[src/rtl/apb_master_mc_if.sv]
// Command/response handshake and APB bus bundle for apb_master_mc.
// The master modport is the controller's view; the slave modport is the far side.
interface apb_master_mc_if #(
   parameter int ADDR_W  = 32,
   parameter int DATA_W  = 32,
   parameter int NUM_SLV = 4
);
   localparam int STRB_W = DATA_W / 8;

   logic              cmd_valid;
   logic              cmd_ready;
   logic              cmd_write;
   logic [ADDR_W-1:0] cmd_addr;
   logic [DATA_W-1:0] cmd_wdata;
   logic [STRB_W-1:0] cmd_strb;

   logic              rsp_valid;
   logic              rsp_ready;
   logic [DATA_W-1:0] rsp_rdata;
   logic              rsp_err;
   logic              rsp_timeout;

   logic [ADDR_W-1:0]  PADDR;
   logic [DATA_W-1:0]  PWDATA;
   logic               PWRITE;
   logic [STRB_W-1:0]  PSTRB;
   logic [NUM_SLV-1:0] PSEL;
   logic               PENABLE;
   logic [DATA_W-1:0]  PRDATA;
   logic               PREADY;
   logic               PSLVERR;

   modport master (
      input  cmd_valid, cmd_write, cmd_addr, cmd_wdata, cmd_strb, rsp_ready,
             PRDATA, PREADY, PSLVERR,
      output cmd_ready, rsp_valid, rsp_rdata, rsp_err, rsp_timeout,
             PADDR, PWDATA, PWRITE, PSTRB, PSEL, PENABLE
   );

   modport slave (
      output cmd_valid, cmd_write, cmd_addr, cmd_wdata, cmd_strb, rsp_ready,
             PRDATA, PREADY, PSLVERR,
      input  cmd_ready, rsp_valid, rsp_rdata, rsp_err, rsp_timeout,
             PADDR, PWDATA, PWRITE, PSTRB, PSEL, PENABLE
   );
endinterface

[src/rtl/apb_master_mc.sv]
// Parametrised APB4 master with address-decoded PSEL fan-out, one transfer in flight.
// Optional ACCESS wait-state abort is enabled by defining APB_MASTER_TIMEOUT_EN.
//
// state  | meaning
// IDLE   | cmd_ready high, waiting for a command
// SETUP  | PSEL asserted, PENABLE low, one cycle
// ACCESS | PSEL and PENABLE high until PREADY (or timeout)
// RESP   | rsp_valid high until rsp_ready
module apb_master_mc #(
   parameter int ADDR_W  = 32,
   parameter int DATA_W  = 32,
   parameter int NUM_SLV = 4,
   parameter int SEL_LSB = 12,
   parameter int TIMEOUT = 16
) (
   input logic PCLK,
   input logic PRESET,
   apb_master_mc_if.master bus
);
   localparam int STRB_W = DATA_W / 8;
   localparam int SEL_W  = (NUM_SLV > 1) ? $clog2(NUM_SLV) : 1;
   localparam logic [SEL_W:0] NUM_SLV_L = (SEL_W + 1)'(NUM_SLV);

   if (NUM_SLV < 1 || NUM_SLV > 16) begin : g_bad_num_slv
      $error("apb_master_mc: NUM_SLV must be 1..16");
   end
   if (TIMEOUT < 2) begin : g_bad_timeout
      $error("apb_master_mc: TIMEOUT must be >= 2");
   end
   if (DATA_W % 8 != 0) begin : g_bad_data_w
      $error("apb_master_mc: DATA_W must be a multiple of 8");
   end

   typedef enum logic [1:0] {IDLE, SETUP, ACCESS, RESP} state_t;

   state_t            state, state_nxt;
   logic [ADDR_W-1:0] addr_q;
   logic [DATA_W-1:0] wdata_q;
   logic [STRB_W-1:0] strb_q;
   logic              write_q;
   logic [SEL_W-1:0]  sel_q;
   logic [DATA_W-1:0] rsp_rdata_q;
   logic              rsp_err_q;
   logic              rsp_tmo_q;

   logic [SEL_W-1:0] sel_idx;
   logic             sel_ok;
   logic             accept;
   logic             done;
   logic             tmo_hit;
   logic             apb_on;

   assign sel_idx = bus.cmd_addr[SEL_LSB +: SEL_W];
   assign sel_ok  = ({1'b0, sel_idx} < NUM_SLV_L);
   assign accept  = (state == IDLE) && !PRESET && bus.cmd_valid;
   assign done    = (state == ACCESS) && bus.PREADY;
   assign apb_on  = (state == SETUP) || (state == ACCESS);

`ifdef APB_MASTER_TIMEOUT_EN
   localparam int CNT_W = $clog2(TIMEOUT);
   logic [CNT_W-1:0] tmo_cnt;

   // Down-counter loaded in SETUP; terminal count on the TIMEOUT-th stalled ACCESS cycle.
   always_ff @(posedge PCLK or posedge PRESET) begin
      if (PRESET) begin
         tmo_cnt <= '0;
      end else if (state == SETUP) begin
         tmo_cnt <= CNT_W'(TIMEOUT - 1);
      end else if ((state == ACCESS) && !bus.PREADY && (tmo_cnt != '0)) begin
         tmo_cnt <= tmo_cnt - 1'b1;
      end
   end

   assign tmo_hit = (state == ACCESS) && !bus.PREADY && (tmo_cnt == '0);
`else
   assign tmo_hit = 1'b0;
`endif

   always_ff @(posedge PCLK or posedge PRESET) begin
      if (PRESET) state <= IDLE;
      else        state <= state_nxt;
   end

   always_comb begin
      state_nxt = state;
      case (state)
         IDLE:    if (accept) state_nxt = sel_ok ? SETUP : RESP;
         SETUP:   state_nxt = ACCESS;
         ACCESS:  if (done || tmo_hit) state_nxt = RESP;
         RESP:    if (bus.rsp_ready) state_nxt = IDLE;
         default: state_nxt = IDLE;
      endcase
   end

   always_ff @(posedge PCLK or posedge PRESET) begin
      if (PRESET) begin
         addr_q      <= '0;
         wdata_q     <= '0;
         strb_q      <= '0;
         write_q     <= 1'b0;
         sel_q       <= '0;
         rsp_rdata_q <= '0;
         rsp_err_q   <= 1'b0;
         rsp_tmo_q   <= 1'b0;
      end else begin
         if (accept) begin
            addr_q      <= bus.cmd_addr;
            wdata_q     <= bus.cmd_wdata;
            strb_q      <= bus.cmd_strb;
            write_q     <= bus.cmd_write;
            sel_q       <= sel_idx;
            rsp_rdata_q <= '0;
            rsp_err_q   <= !sel_ok;
            rsp_tmo_q   <= 1'b0;
         end
         if (done) begin
            // Read data is only returned for error-free reads.
            rsp_rdata_q <= (!write_q && !bus.PSLVERR) ? bus.PRDATA : '0;
            rsp_err_q   <= bus.PSLVERR;
            rsp_tmo_q   <= 1'b0;
         end else if (tmo_hit) begin
            rsp_rdata_q <= '0;
            rsp_err_q   <= 1'b1;
            rsp_tmo_q   <= 1'b1;
         end
         if ((state == RESP) && bus.rsp_ready) begin
            rsp_rdata_q <= '0;
            rsp_err_q   <= 1'b0;
            rsp_tmo_q   <= 1'b0;
         end
      end
   end

   always_comb begin
      bus.cmd_ready = (state == IDLE) && !PRESET;
      bus.rsp_valid = (state == RESP);
      bus.rsp_rdata = rsp_rdata_q;
      bus.rsp_err   = rsp_err_q;
`ifdef APB_MASTER_TIMEOUT_EN
      bus.rsp_timeout = rsp_tmo_q;
`else
      bus.rsp_timeout = 1'b0;
`endif
      bus.PADDR   = addr_q;
      bus.PWDATA  = wdata_q;
      bus.PWRITE  = write_q;
      bus.PSTRB   = (apb_on && write_q) ? strb_q : '0;
      bus.PENABLE = (state == ACCESS);
      bus.PSEL    = '0;
      for (int i = 0; i < NUM_SLV; i++) begin
         bus.PSEL[i] = apb_on && (sel_q == SEL_W'(i));
      end
   end

`ifndef APB_MASTER_TIMEOUT_EN
   logic unused_tmo;
   assign unused_tmo = rsp_tmo_q;
`endif
endmodule

[src/flat_wrapper.sv]
// flat-port wrapper written by rule: the top's interface ports become plain ports
module apb_master_mc_flat 
#(
   parameter int ADDR_W  = 32,
   parameter int DATA_W  = 32,
   parameter int NUM_SLV = 4,
   parameter int SEL_LSB = 12,
   parameter int TIMEOUT = 16
)
  (PCLK, PRESET, bus_cmd_valid, bus_cmd_write, bus_cmd_addr, bus_cmd_wdata, bus_cmd_strb, bus_rsp_ready, bus_PRDATA, bus_PREADY, bus_PSLVERR, bus_cmd_ready, bus_rsp_valid, bus_rsp_rdata, bus_rsp_err, bus_rsp_timeout, bus_PADDR, bus_PWDATA, bus_PWRITE, bus_PSTRB, bus_PSEL, bus_PENABLE);
  apb_master_mc_if #(.ADDR_W(ADDR_W), .DATA_W(DATA_W), .NUM_SLV(NUM_SLV)) bus_i ();
  input logic PCLK;
  input logic PRESET;
  input wire logic [$bits(bus_i.cmd_valid)-1:0] bus_cmd_valid;
  input wire logic [$bits(bus_i.cmd_write)-1:0] bus_cmd_write;
  input wire logic [$bits(bus_i.cmd_addr)-1:0] bus_cmd_addr;
  input wire logic [$bits(bus_i.cmd_wdata)-1:0] bus_cmd_wdata;
  input wire logic [$bits(bus_i.cmd_strb)-1:0] bus_cmd_strb;
  input wire logic [$bits(bus_i.rsp_ready)-1:0] bus_rsp_ready;
  input wire logic [$bits(bus_i.PRDATA)-1:0] bus_PRDATA;
  input wire logic [$bits(bus_i.PREADY)-1:0] bus_PREADY;
  input wire logic [$bits(bus_i.PSLVERR)-1:0] bus_PSLVERR;
  output wire logic [$bits(bus_i.cmd_ready)-1:0] bus_cmd_ready;
  output wire logic [$bits(bus_i.rsp_valid)-1:0] bus_rsp_valid;
  output wire logic [$bits(bus_i.rsp_rdata)-1:0] bus_rsp_rdata;
  output wire logic [$bits(bus_i.rsp_err)-1:0] bus_rsp_err;
  output wire logic [$bits(bus_i.rsp_timeout)-1:0] bus_rsp_timeout;
  output wire logic [$bits(bus_i.PADDR)-1:0] bus_PADDR;
  output wire logic [$bits(bus_i.PWDATA)-1:0] bus_PWDATA;
  output wire logic [$bits(bus_i.PWRITE)-1:0] bus_PWRITE;
  output wire logic [$bits(bus_i.PSTRB)-1:0] bus_PSTRB;
  output wire logic [$bits(bus_i.PSEL)-1:0] bus_PSEL;
  output wire logic [$bits(bus_i.PENABLE)-1:0] bus_PENABLE;
  assign bus_i.cmd_valid = bus_cmd_valid;
  assign bus_i.cmd_write = bus_cmd_write;
  assign bus_i.cmd_addr = bus_cmd_addr;
  assign bus_i.cmd_wdata = bus_cmd_wdata;
  assign bus_i.cmd_strb = bus_cmd_strb;
  assign bus_i.rsp_ready = bus_rsp_ready;
  assign bus_i.PRDATA = bus_PRDATA;
  assign bus_i.PREADY = bus_PREADY;
  assign bus_i.PSLVERR = bus_PSLVERR;
  assign bus_cmd_ready = bus_i.cmd_ready;
  assign bus_rsp_valid = bus_i.rsp_valid;
  assign bus_rsp_rdata = bus_i.rsp_rdata;
  assign bus_rsp_err = bus_i.rsp_err;
  assign bus_rsp_timeout = bus_i.rsp_timeout;
  assign bus_PADDR = bus_i.PADDR;
  assign bus_PWDATA = bus_i.PWDATA;
  assign bus_PWRITE = bus_i.PWRITE;
  assign bus_PSTRB = bus_i.PSTRB;
  assign bus_PSEL = bus_i.PSEL;
  assign bus_PENABLE = bus_i.PENABLE;
  apb_master_mc #(.ADDR_W(ADDR_W), .DATA_W(DATA_W), .NUM_SLV(NUM_SLV), .SEL_LSB(SEL_LSB), .TIMEOUT(TIMEOUT)) u_core (.PCLK(PCLK), .PRESET(PRESET), .bus(bus_i));
endmodule
[config.mk]
export PLATFORM = sky130hd
export DESIGN_NAME = apb_master_mc_flat
export DESIGN_NICKNAME = d
export VERILOG_FILES = /design/src/rtl/apb_master_mc_if.sv /design/src/rtl/apb_master_mc.sv /design/src/flat_wrapper.sv
export SDC_FILE = /design/constraint.sdc
export NUM_CORES = 1
export LEC_CHECK = 0
export CAP_MARGIN = 40
export CORE_MARGIN = 8
export CORE_UTILIZATION = 40
export CTS_CLUSTER_DIAMETER = 80
export DETAILED_ROUTE_END_ITERATION = 10
export PLACE_DENSITY = 0.92
export SLEW_MARGIN = 10
export SYNTH_ARGS = -nofsm -noshare
export SYNTH_HDL_FRONTEND = slang
export SYNTH_SLANG_ARGS = --single-unit
[constraint.sdc]
create_clock -name PCLK -period 9.6 [get_ports PCLK]
set_clock_uncertainty 0.1 [all_clocks]
set_input_delay 2.88 -clock PCLK [delete_from_list [all_inputs] [get_ports PCLK]]
set_output_delay 2.88 -clock PCLK [all_outputs]
set_load 0.05 [all_outputs]
==> flow_summary.ini, run 1 <==
[setup_path]
critPathMaxFanout = 4
crit_family = buffers and inverters
arrival_ps = 4330
max_stage_delay_ps = 810
path_cells = clkdlybuf4s50_1, nor2b_1, clkdlybuf4s50_1
crit_cells = 3
endpoint_kind = output pin
crit_required_ps = 6620
startpoint_type = input pin
reg2regPathDepth = 7
critical_path_class = in -> out
cp_num_buf_inv = 2
crit_top_cell = clkdlybuf4s50_1
crit_path_top_delay_cell = clkdlybuf4s50_1

[clock_network]
clk_latency_ps = 350
cts_inserted_buffers = 9
htreeDepth = 3
cts_resized = 0
clk_pin_slew_ps = 90
cts_root_buf = clkbuf_8
post-cts-setup-buffers = 0
postCtsHoldBufs = 0
cts_sinks = 104
cts.path.max_buffers = 2
cts_tree = yes

[power_and_ir_drop]
peakVddDrop_mv = 0.196
p_total_mw = 2.60
p_per_area_nw_per_um2 = 399
p_leak_nw = 2.84

[global_route]
grt_pass1_wl_um = 17500
grt_max_degree = 64
grt_usage_pct = 16.9
grt_pass1_vias = 3336
antenna_found_initial = 0
grt-ovfl-total = 0

[final_layout]
layout-drive-gt1-share_pct = 19.5
fillers = 710
final_area_sq_um = 6520
fin_cells = 606
diodes = 0
final_core_util_pct = 66.7
layout.nets = 579
area.growth.synth_to_final_pct = 61.9

[sta]
hold_viol_final = 0
worst_slew_pin_slew_ps = 800
relSlewSlack_pct = 46.7
hold_ws_ps = 406
slew_violations = 0
fmax_ghz = 0.137
fin_crit_sh_pct = 76.2
rsz0062_at_grt = no
final.min_clock_period_ps = 7310
layout_setup_ws_ps = 2290
setup-tns-final_ps = 0
finalSetupViolations = 0

[logic_synthesis]
synthTopCellsByCount = dfrtp_1 (104), mux2_2 (70), a22o_1 (32)
synth_edf_count = 0
synth_flop_cell = dfrtp_1
syn_area_sq_um = 4030
yosysTopAreaCell = dfrtp_1
ys_seq_area_share_pct = 64.7
ys_top_cells_by_area = dfrtp_1 (65%), mux2_2 (20%), a22o_1 (7.0%), buf_6 (1.7%), ha_1 (1.2%)
syn_nets = 364
yosysTopAreaCellShare_pct = 64.7
ys_ff_latch = 104
async_reset_ff_share_pct = 100
yosysMostFrequentCell = dfrtp_1
synth_cell_types = 22
syn_area_per_cell_sq_um = 15.9
yosysWarningCount = 0
synthCells = 253

[routing]
first_pass_iters = 4
routed_wirelength_um = 11800
vias_per_cell = 4.95
drc = 0
drt-initial-drc-count = 145
ant_nets = 0
vias = 2999
wl_per_cell_um = 19.4

[floorplanning]
start_util_pct = 41.2
ios = 217
die-area_sq_um = 13500
die_h_um = 116
die_w_um = 116
rows = 36
core-area_sq_um = 9770

[placement]
hpwl_um = 9290
dp_slack_ps = 2270
place_area_sq_um = 6280
gp_congestion = 0.726
dp.cells = 590
port_buffers = 215

[run]
max-cap-violations = 0

[run_status]
status = finished clean

[min_path]
hp-class = reg -> reg
hold_depth = 1
## logic make-up (layout without fill, tap and decap cells)
logic type	count (synthesis)	count (layout)	synth area share, %
compound gates	34	34	7.40
fa+ha+maj	4	4	1.24
buf+inv	20	240	3.33
flops	104	104	64.7
mux	71	71	19.8
other cells	1	1	0.0932
simple gates	19	19	3.45
## placed cells by master, fill, tap and decap left out, drive strengths merged, types with 2 or more instances in the layout
cell type,Yosys,routed
clkdlybuf4s50,0,215
dfrtp,104,104
mux2,70,70
a22o,32,32
clkbuf,0,10
and3,6,6
inv,5,5
ha,4,4
buf,15,4
nand2,3,3
bufinv,0,3
nor2,2,2
nand3,2,2
clkinv,0,2
## per-layer routing
layer  up-vias  GRT usage (%)  routed length (um)
met2       126           29.9                6150
met3        23           6.41                1190
met5         -              0                   0
li1       1332              -                   -
met1      1518           17.5                4130
met4         0           7.52                 304
## state kept, by name (all words and copies together), names as in the netlist
signal                cells
u_core.bus.PWDATA        32
u_core.bus.rsp_rdata     32
u_core.bus.PADDR         31
u_core.strb_q             4
u_core.state              2
u_core.bus.PWRITE         1
u_core.bus.rsp_err        1
u_core.sel_q              1
## layout make-up
cell class | count | area [sq um] | share of cell area (%)
Tap cell | 133 | 166 | 2.55
Clock inverter | 6 | 108 | 1.65
Sequential cell | 104 | 2600 | 39.9
Inverter | 5 | 21.3 | 0.326
Clock buffer | 10 | 128 | 1.96
Timing Repair Buffer | 219 | 2200 | 33.8
Multi-Input combinational cell | 129 | 1290 | 19.8
## power by group
group,switching (mW),internal (mW)
clock,0.144,0.172
sequential,0.107,0.632
combinational,0.984,0.562
total,1.23,1.37
## final timing paths
path / slack [ps] / start / endpoint
worst max register to register: 6980 / u_core.state[0]$_DFFE_PP0P_ / u_core.bus.rsp_rdata[16]$_DFFE_PP0P_
min in group asynchronous: 2890 / PRESET / u_core.bus.rsp_rdata[1]$_DFFE_PP0P_
worst min register to register: 410 / u_core.strb_q[0]$_DFFE_PP0P_ / u_core.strb_q[0]$_DFFE_PP0P_
worst max-delay path: 2290 / PRESET / bus_cmd_ready
worst min-delay path: 410 / u_core.strb_q[0]$_DFFE_PP0P_ / u_core.strb_q[0]$_DFFE_PP0P_
max in group asynchronous: 5310 / PRESET / u_core.bus.PADDR[14]$_DFFE_PP0P_
(Power assumes the default switching activity.)
==> inputs of run 2 (changes only) <==
CORE_UTILIZATION = 35   (was 40)
PLACE_DENSITY = 0.86   (was 0.92)
clock period = 6 ns   (was 9.6 ns; I/O delays follow)
==> flow_summary.ini, run 2 (synthesized netlist as in run 1, its figures left out) <==
[sta]
fin_crit_sh_pct = 86.0
rsz0062_at_grt = no
fmax_ghz = 0.194
setup-tns-final_ps = 0
hold_viol_final = 0
relSlewSlack_pct = 55.8
hold_ws_ps = 395
final.min_clock_period_ps = 5160
slew_violations = 0
layout_setup_ws_ps = 840
worst_slew_pin_slew_ps = 663
finalSetupViolations = 0

[global_route]
grt_pass1_vias = 3251
grt_pass1_wl_um = 17600
grt_usage_pct = 15.1
antenna_found_initial = 0
grt-ovfl-total = 0
grt_max_degree = 71

[placement]
port_buffers = 215
gp_congestion = 0.747
dp_slack_ps = 817
hpwl_um = 9120

[setup_path]
endpoint_kind = output pin
arrival_ps = 3260
startpoint_type = input pin
critPathMaxFanout = 4
crit_required_ps = 4100
critical_path_class = in -> out

[clock_network]
htreeDepth = 3
cts_root_buf = clkbuf_16
post-cts-setup-buffers = 0
cts_resized = 0
cts_inserted_buffers = 9
cts_sinks = 104
postCtsHoldBufs = 0
cts.path.max_buffers = 2
clk_latency_ps = 330
cts_tree = yes
clk_pin_slew_ps = 70

[final_layout]
layout-drive-gt1-share_pct = 19.4
fillers = 927
area.growth.synth_to_final_pct = 63.7
final_core_util_pct = 58.2
layout.nets = 580
mostFrequentLayoutCell = clkdlybuf4s50_1
diodes = 0
final_cell_mix = clkdlybuf4s50_1 (215), dfrtp_1 (104), mux2_2 (70), a22o_1 (32), clkbuf_16 (9)

[power_and_ir_drop]
p_leak_nw = 2.87
p_per_area_nw_per_um2 = 640
peakVddDrop_mv = 0.351

[floorplanning]
rows = 39
die-area_sq_um = 15200
core-area_sq_um = 11300
die_w_um = 123
start_util_pct = 35.6
ios = 217
die_h_um = 123

[run_status]
status = finished clean

[routing]
vias = 2922
wl_per_cell_um = 18.9
ant_nets = 0
first_pass_iters = 4
drt-initial-drc-count = 110
vias_per_cell = 4.74
drc = 0
routed_wirelength_um = 11700

[min_path]
hp-class = reg -> reg

[run]
max-cap-violations = 0
-- run 2: cell types whose count changed in the layout (fill, tap and decap cells not counted) --
cell / delta
clkinv_2: +2
bufinv_16: -3
clkinvlp_4: -1
clkbuf_1: +1
clkbuf_16: +9
buf_8: -1
buf_12: -1
buf_16: +2
clkbuf_8: -8
buf_4: +1
-- run 2: critical path, cell delays in order --
cell and delay (ps):
clkdlybuf4s50_1 500, nor2b_1 140, clkdlybuf4s50_1 820
-- run 2: layer usage --
layer / GRT usage (%) / part of all wire, %
met1: 14.8 / 33
met5: 0 / 0
met3: 6.99 / 11
met4: 4.74 / 1.1
met2: 27.5 / 54
-- run 2: worst paths after layout --
kind	start	end	slack, ps	cells past startpoint
worst max-delay path	PRESET	bus_cmd_ready	840	3
worst min-delay path	u_core.strb_q[0]$_DFFE_PP0P_	u_core.strb_q[0]$_DFFE_PP0P_	390	1
worst max register to register	u_core.state[0]$_DFFE_PP0P_	u_core.bus.rsp_rdata[9]$_DFFE_PP0P_	4010	6
worst min register to register	u_core.strb_q[0]$_DFFE_PP0P_	u_core.strb_q[0]$_DFFE_PP0P_	390	1
max in group asynchronous	PRESET	u_core.bus.rsp_err$_DFFE_PP0P_	2770	3
min in group asynchronous	PRESET	u_core.bus.PADDR[17]$_DFFE_PP0P_	1890	2
-- run 2: cell type report --
cell class / count / area (sq um) / area share (%)
Timing Repair Buffer: 220 / 2230 / 33.8
Multi-Input combinational cell: 129 / 1290 / 19.6
Sequential cell: 104 / 2600 / 39.5
Clock buffer: 12 / 246 / 3.74
Inverter: 5 / 21.3 / 0.323
Tap cell: 143 / 179 / 2.72
Clock inverter: 4 / 20.0 / 0.304
-- run 2: power by group --
part	switching [mW]	total, mW	internal (mW)
logic	1.58	2.49	0.912
registers	0.174	1.19	1.01
clock network	0.244	0.534	0.290
-- run 2: stage by stage --
| stage | cell area, sq um | total power [mW] | std cells |
|---|---|---|---|
| after global placement | 6270 | 3.62 | 599 |
| after global routing | 6590 | 4.40 | 617 |
| after detailed placement | 6290 | 3.72 | 600 |
| after floorplan | 4030 | 2.81 | 253 |
| final | 6590 | 4.22 | 617 |
| after CTS | 6560 | 4.26 | 616 |
